## src/rtl/alu_seq_unit.sv

```systemverilog
// Multi-cycle execute unit: ALU command decode, single-cycle data ops,
// iterative 1-bit/cycle barrel shift and shift-add multiply.
module alu_seq_unit #(
  parameter int WIDTH  = 32,
  parameter bit MUL_EN = 1'b1
) (
  input  logic                     clk,
  input  logic                     reset,
  input  logic                     start,
  output logic                     ready,
  input  logic                     alu_op,
  input  logic                     s,
  input  logic [3:0]               cmd,
  input  logic                     mul,
  input  logic [1:0]               sh_type,
  input  logic [$clog2(WIDTH)-1:0] shamt,
  input  logic [WIDTH-1:0]         src_a,
  input  logic [WIDTH-1:0]         src_b,
  output logic [WIDTH-1:0]         result,
  output logic [3:0]               flags,
  output logic [1:0]               flag_w,
  output logic                     no_write,
  output logic                     done
);

  localparam int SW = $clog2(WIDTH);
  localparam int CW = $clog2(WIDTH + 1);

  typedef enum logic [1:0] {
    S_IDLE, S_SHIFT, S_MUL
  } state_t;

  typedef enum logic [2:0] {
    K_ADD, K_SUB, K_AND, K_EOR,
    K_ORR, K_MOV, K_MUL, K_NOP
  } kind_t;

  state_t state_q, state_d;
  kind_t  kind;

  logic [1:0]       fw_d, fw_q, sh_t_q;
  logic             nw_d;
  logic [WIDTH:0]   sum, diff, sh_in, sh_st;
  logic [WIDTH-1:0] res1, val_q, op_a, op_b, mul_nxt;
  logic             c1, v1;
  logic [CW-1:0]    cnt_q;
  logic             accept, multi, fin;
  logic [WIDTH-1:0] fin_res;
  logic             fin_c, fin_v, fin_nw;
  logic [1:0]       fin_fw;

  // One shift step: returns {bit shifted out, shifted value}
  function automatic logic [WIDTH:0] sh1(
    input logic [1:0]       t,
    input logic [WIDTH-1:0] v
  );
    case (t)
      2'b00:   sh1 = {v[WIDTH-1], v[WIDTH-2:0], 1'b0};
      2'b01:   sh1 = {v[0], 1'b0, v[WIDTH-1:1]};
      2'b10:   sh1 = {v[0], v[WIDTH-1], v[WIDTH-1:1]};
      default: sh1 = {v[0], v[0], v[WIDTH-1:1]};
    endcase
  endfunction

  assign ready   = (state_q == S_IDLE);
  assign accept  = start & ready;
  assign sum     = {1'b0, src_a} + {1'b0, src_b};
  assign diff    = {1'b0, src_a} - {1'b0, src_b};
  assign sh_in   = sh1(sh_type, src_b);
  assign sh_st   = sh1(sh_t_q, val_q);
  assign mul_nxt = val_q + (op_b[0] ? op_a : '0);
  assign multi   = (kind == K_MUL) ||
                   (kind == K_MOV && shamt > SW'(1));

  always_comb begin
    kind = K_ADD;
    fw_d = 2'b00;
    nw_d = 1'b0;
    if (alu_op) begin
      if (mul && MUL_EN) begin
        kind = K_MUL;
        fw_d = {s, 1'b0};
      end else begin
        unique case (cmd)
          4'b0100: begin kind = K_ADD; fw_d = {s, s}; end
          4'b0010: begin kind = K_SUB; fw_d = {s, s}; end
          4'b0000: begin kind = K_AND; fw_d = {s, 1'b0}; end
          4'b0001: begin kind = K_EOR; fw_d = {s, 1'b0}; end
          4'b1100: begin kind = K_ORR; fw_d = {s, 1'b0}; end
          4'b1101: begin kind = K_MOV; fw_d = {s, 1'b0}; end
          4'b1010: begin kind = K_SUB; fw_d = 2'b11; nw_d = 1'b1; end
          4'b1011: begin kind = K_ADD; fw_d = 2'b11; nw_d = 1'b1; end
          4'b1000: begin kind = K_AND; fw_d = 2'b10; nw_d = 1'b1; end
          default: begin kind = K_NOP; nw_d = 1'b1; end
        endcase
      end
    end
  end

  always_comb begin
    res1 = '0;
    c1   = 1'b0;
    v1   = 1'b0;
    unique case (kind)
      K_ADD: begin
        res1 = sum[WIDTH-1:0];
        c1   = sum[WIDTH];
        v1   = (src_a[WIDTH-1] == src_b[WIDTH-1]) &&
               (sum[WIDTH-1] != src_a[WIDTH-1]);
      end
      K_SUB: begin
        res1 = diff[WIDTH-1:0];
        c1   = ~diff[WIDTH];
        v1   = (src_a[WIDTH-1] != src_b[WIDTH-1]) &&
               (diff[WIDTH-1] != src_a[WIDTH-1]);
      end
      K_AND: res1 = src_a & src_b;
      K_EOR: res1 = src_a ^ src_b;
      K_ORR: res1 = src_a | src_b;
      K_MOV: begin
        if (shamt != '0) {c1, res1} = sh_in;
        else res1 = src_b;
      end
      default: ;
    endcase
  end

  always_comb begin
    state_d = state_q;
    fin     = 1'b0;
    fin_res = res1;
    fin_c   = c1;
    fin_v   = v1;
    fin_fw  = fw_d;
    fin_nw  = nw_d;
    unique case (state_q)
      S_IDLE: begin
        fin = accept && !multi;
        if (accept && multi)
          state_d = (kind == K_MUL) ? S_MUL : S_SHIFT;
      end
      S_SHIFT: begin
        fin     = (cnt_q == CW'(1));
        fin_res = sh_st[WIDTH-1:0];
        fin_c   = sh_st[WIDTH];
        fin_v   = 1'b0;
        fin_fw  = fw_q;
        fin_nw  = 1'b0;
        if (fin) state_d = S_IDLE;
      end
      S_MUL: begin
        fin     = (cnt_q == CW'(1));
        fin_res = mul_nxt;
        fin_c   = 1'b0;
        fin_v   = 1'b0;
        fin_fw  = fw_q;
        fin_nw  = 1'b0;
        if (fin) state_d = S_IDLE;
      end
      default: state_d = S_IDLE;
    endcase
  end

  always_ff @(posedge clk) begin
    if (reset) state_q <= S_IDLE;
    else       state_q <= state_d;
  end

  always_ff @(posedge clk) begin
    if (reset) begin
      result   <= '0;
      flags    <= '0;
      flag_w   <= '0;
      no_write <= 1'b0;
      done     <= 1'b0;
      val_q    <= '0;
      op_a     <= '0;
      op_b     <= '0;
      cnt_q    <= '0;
      sh_t_q   <= '0;
      fw_q     <= '0;
    end else begin
      done <= fin;
      if (fin) begin
        result   <= fin_res;
        flags    <= {fin_res[WIDTH-1], fin_res == '0, fin_c, fin_v};
        flag_w   <= fin_fw;
        no_write <= fin_nw;
      end
      unique case (state_q)
        S_IDLE: begin
          if (accept) begin
            sh_t_q <= sh_type;
            fw_q   <= fw_d;
            op_a   <= src_a;
            op_b   <= src_b;
            if (kind == K_MUL) begin
              val_q <= '0;
              cnt_q <= CW'(WIDTH);
            end else begin
              // first shift step happens on the accept edge
              val_q <= sh_in[WIDTH-1:0];
              cnt_q <= CW'(shamt) - CW'(1);
            end
          end
        end
        S_SHIFT: begin
          val_q <= sh_st[WIDTH-1:0];
          cnt_q <= cnt_q - CW'(1);
        end
        S_MUL: begin
          val_q <= mul_nxt;
          op_a  <= op_a << 1;
          op_b  <= op_b >> 1;
          cnt_q <= cnt_q - CW'(1);
        end
        default: ;
      endcase
    end
  end

endmodule
```

## config.mk

```make
export PLATFORM = sky130hd
export DESIGN_NAME = alu_seq_unit
export DESIGN_NICKNAME = d
export VERILOG_FILES = /design/src/rtl/alu_seq_unit.sv
export SDC_FILE = /design/constraint.sdc
export NUM_CORES = 1
export LEC_CHECK = 0
export CORE_MARGIN = 2
export CORE_UTILIZATION = 50
export DETAILED_ROUTE_END_ITERATION = 10
export PLACE_DENSITY = 0.73
export SLEW_MARGIN = 20
export SYNTH_ARGS = -nofsm -noshare
export SYNTH_HDL_FRONTEND = slang
export SYNTH_SLANG_ARGS = --single-unit
```

## constraint.sdc

```tcl
create_clock -name clk -period 3.52 [get_ports clk]
set_input_delay 0.352 -clock clk [delete_from_list [all_inputs] [get_ports clk]]
set_output_delay 0.352 -clock clk [all_outputs]
set_load 0.02 [all_outputs]
```

==> metrics.md <==
| Metric | Value |
|---|---|
| Cell family with most CP delay | `compound AO/OA/AOI/OAI gates` |
| Internal power | `about 4.5 mW` |
| Root Buffer | `clkbuf_16` |
| Max-cap viol count | `0` |
| Reg clk slew, reported paths | `~70 ps` |
| Final RePlAce weighted congestion | `just over 1` |
| Vias per inst | `6.49` |
| Top cells by area, synth | `dfxtp_1 (19%), ha_1 (12%), mux2i_1 (6.9%), a21oi_1 (5.9%), nor2_1 (5.7%)` |
| CTS Buffer Depth | `2` |
| R2R depth | `15` |
| Met2 usage | `0.665` |
| Routed wire length | `76.8 mm` |
| IO Pins | `~120` |
| Synth top cells by count | `nor2_1 (241), a21oi_1 (186), nand2_1 (176), ha_1 (151), dfxtp_1 (147)` |
| Worst Hold Launch | `result[24]` |
| Final net count | `approximately 3,000` |
| R2R setup slack | `-350 ps` |
| Hold slack | `approximately 460 ps` |
| Synthesized area per cell | `between 7 and 8 um2` |
| Cts bufs inserted | `17` |
| Share of cells above drive strength 1 | `0.315` |
| DRT Pass-1 Iters | `8` |
| Final Hold Vio Count | `0` |
| # port buffers | `121` |
| FF+latch count, synth | `approximately 150` |
| Reg2reg start | `op_b[0]` |
| Max frequency | `258 MHz` |
| Critical Path End Type | `flop` |
| Vias after detailed routing | `~21,000` |
| CP Launch Type | `flop` |
| Critical-path cell list | `buf_6, and2_4, ha_4, nand2_4, or3_1, a21o_1, a2111o_1, a211o_1, o21ba_4, o2111a_1, a221oi_2, buf_4, a32oi_2, buf_4, o41ai_2` |
| Worst Hold Depth | `2` |
| Setup ws final | `-349 ps` |
| Logic pwr share | `0.466` |
| Slowest stage delay, CP | `a little over 400 ps` |
| Met1 usage | `0.620` |
| Most Crowded Layer GR | `met2` |
| First-pass GRT wire length | `113 mm` |
| Number of setup violations in the final report | `6` |
| Worst-Margin Slew | `around 1000 ps` |
| Outcome | `complete, but fails checks` |
| Sw power | `between 2 and 3 mW` |
| CTS H-tree depth | `4` |
| Synthesis-to-finish area growth | `48.7%` |
| Failing checks | `setup timing` |
| Skew final | `a little over 10 ps` |
| Final cycle utilization of the critical path | `1.10` |
| Syn_nets | `~2,400` |
| Peak VDD IR | `between 300 and 400 uV` |
| Starting Density | `0.504` |
| CTS tree | `done` |
| Clk sinks | `between 100 and 150` |
| # DRC | `0` |
| Top FF cell, synth | `dfxtp_1` |
| Worst setup path class | `flop to flop` |
| Top cell type by total area after synthesis | `dfxtp_1` |
| Worst path bufs/invs | `3` |
| Seq/Total Area, Yosys | `0.186` |
| Clock latency on the worst-skew pair | `470 ps` |
| Fin. max-slew vios | `0` |
| Crit path max fanout | `6` |
| Grt met3 use | `0.112` |
| Asr flop ratio synth | `0` |
| Core area | `approximately 0.031 mm2` |
| # rows | `65` |
| Iter 0 DRT Violations | `3,024` |
| Post-synth EDFFs | `0` |
| RR Endpoint | `flags[2]` |
| Slew headroom | `0.309` |
| Worst Path Arrival | `around 4200 ps` |
| Chip height | `between 150 and 200 um` |
| Die area | `0.0330 mm2` |
| Avg WL per Cell | `approximately 24 um` |
| Slowest CP cell | `a2111o_1` |
| Synth top area share | `0.186` |
| Final instance area | `roughly 0.023 mm2` |
| Sw Ratio | `0.396` |
| Hold-fix buffers, CTS | `0` |
| Type of the worst min-delay path | `flop to flop` |
| Synth Warn # | `0` |
| WHS Endpoint | `result[24]` |
| N_diodes | `0` |
| Initial antenna violation count | `1` |
| Most common cell in the synthesized netlist | `nor2_1` |
| Die W | `roughly 180 um` |
| Largest net degree at the start of global routing | `73` |
| Tot Pwr | `7.44 mW` |
| Vias in the first global route | `~19,000` |
| Leakage | `approximately 10 nW` |
| Worst Path Required | `3890 ps` |
| Most frequent CP cell | `buf_4` |
| Sequential power share | `0.263` |
| Post-DRT Antenna Nets | `0` |
| Cell Area, Synth | `approximately 0.016 mm2` |
| Pre-CTS WS | `-964 ps` |
| Cell variety after synth | `85` |
| Synthesized instance count | `between 2,000 and 2,500` |
| Fin util | `0.750` |
| DP HPWL | `approximately 58 mm` |
| DP Area | `~0.022 mm2` |
| GR Util All Layers | `0.442` |
| Fillers | `around 2,400` |
| Grt ovf | `0` |
| Tmin final | `3870 ps` |
| Clock network power share | `0.271` |
| RSZ-0062 raised after global routing | `yes` |
| Power Dens Cells | `roughly 320 mW/mm2` |
## worst max-delay path by stage
stage,endpoint,startpoint,slack [ps],depth (start not counted)
after floorplan,flags[2],op_b[0],3,15
after global placement,flags[2],shamt[0],-890,15
after detailed placement,flags[2],shamt[0],-960,16
after CTS,flags[2],op_b[0],-240,15
after global routing,flags[2],op_b[0],-420,15
final,flags[2],op_b[0],-350,15
## sequential cells by signal, indices dropped and copies added, names as in the netlist
name      flops
flag_w        2
val_q        32
op_a         32
state_q       2
done          1
no_write      1
op_b         32
flags         3
cnt_q         6
sh_t_q        2
result       32
fw_q          2
## cells by family after synthesis
group           synth area share
xor+xnor                  0.0255
simple gates               0.199
fa+ha+maj                  0.124
compound gates             0.319
flops                      0.186
mux                       0.0799
buf+inv                   0.0666
## metal layers
layer  share of wire  up-vias
met5               0        -
met4           0.035        0
met2            0.43     1440
met3            0.13      251
met1            0.41     9824
li1                -     9196
## tightest hold or removal path, stage by stage, from the launching register on
cell     delay [ps]
dfxtp_1         310
nand2_1          50
a21oi_1          50
## cell type report
type | instances | area [um2] | area share
multi-input combinational | 1733 | 12800 | 0.545
timing repair buffer | 762 | 6170 | 0.263
sequential | 147 | 2950 | 0.126
tap | 402 | 503 | 0.0214
inverter | 117 | 443 | 0.0189
clock buffer | 17 | 425 | 0.0181
clock inverter | 15 | 194 | 0.00826
## power groups by stage
stage	clock, mW	combinational (mW)	sequential [mW]
5_1_grt	2.07	3.65	1.97
6_report	2.02	3.47	1.96
3_3_place_gp	0	3.06	1.97
2_1_floorplan	0	1.50	1.99
4_1_cts	2.01	3.19	1.94
3_5_place_dp	0	3.10	1.98
## what timing repair did
item,in CTS,in global routing
endpoints found under the setup margin,17,27
pin swaps,36,68
buffers inserted,13,17
resized for setup,73,148
## cell usage in the layout, fill, tap and decap left out, drive strengths merged, types with 31 or more instances in the layout
| master | n |
|---|---|
| o21ai | 118 |
| buf | 641 |
| clkdlybuf4s50 | 98 |
| mux2i | 108 |
| nor3 | 48 |
| ha | 151 |
| dfxtp | 147 |
| and2 | 43 |
| xnor2 | 31 |
| nand2 | 176 |
| a21oi | 186 |
| inv | 118 |
| a211oi | 120 |
| nor2 | 243 |
## through the flow
stage          cells  setup TNS [ps]
6_report        3193           -1310
3_5_place_dp    3133          -11180
4_1_cts         3177            -514
3_3_place_gp    3133           -9670
5_1_grt         3193           -1790
2_1_floorplan   2153               0
(Power assumes the default switching activity.)
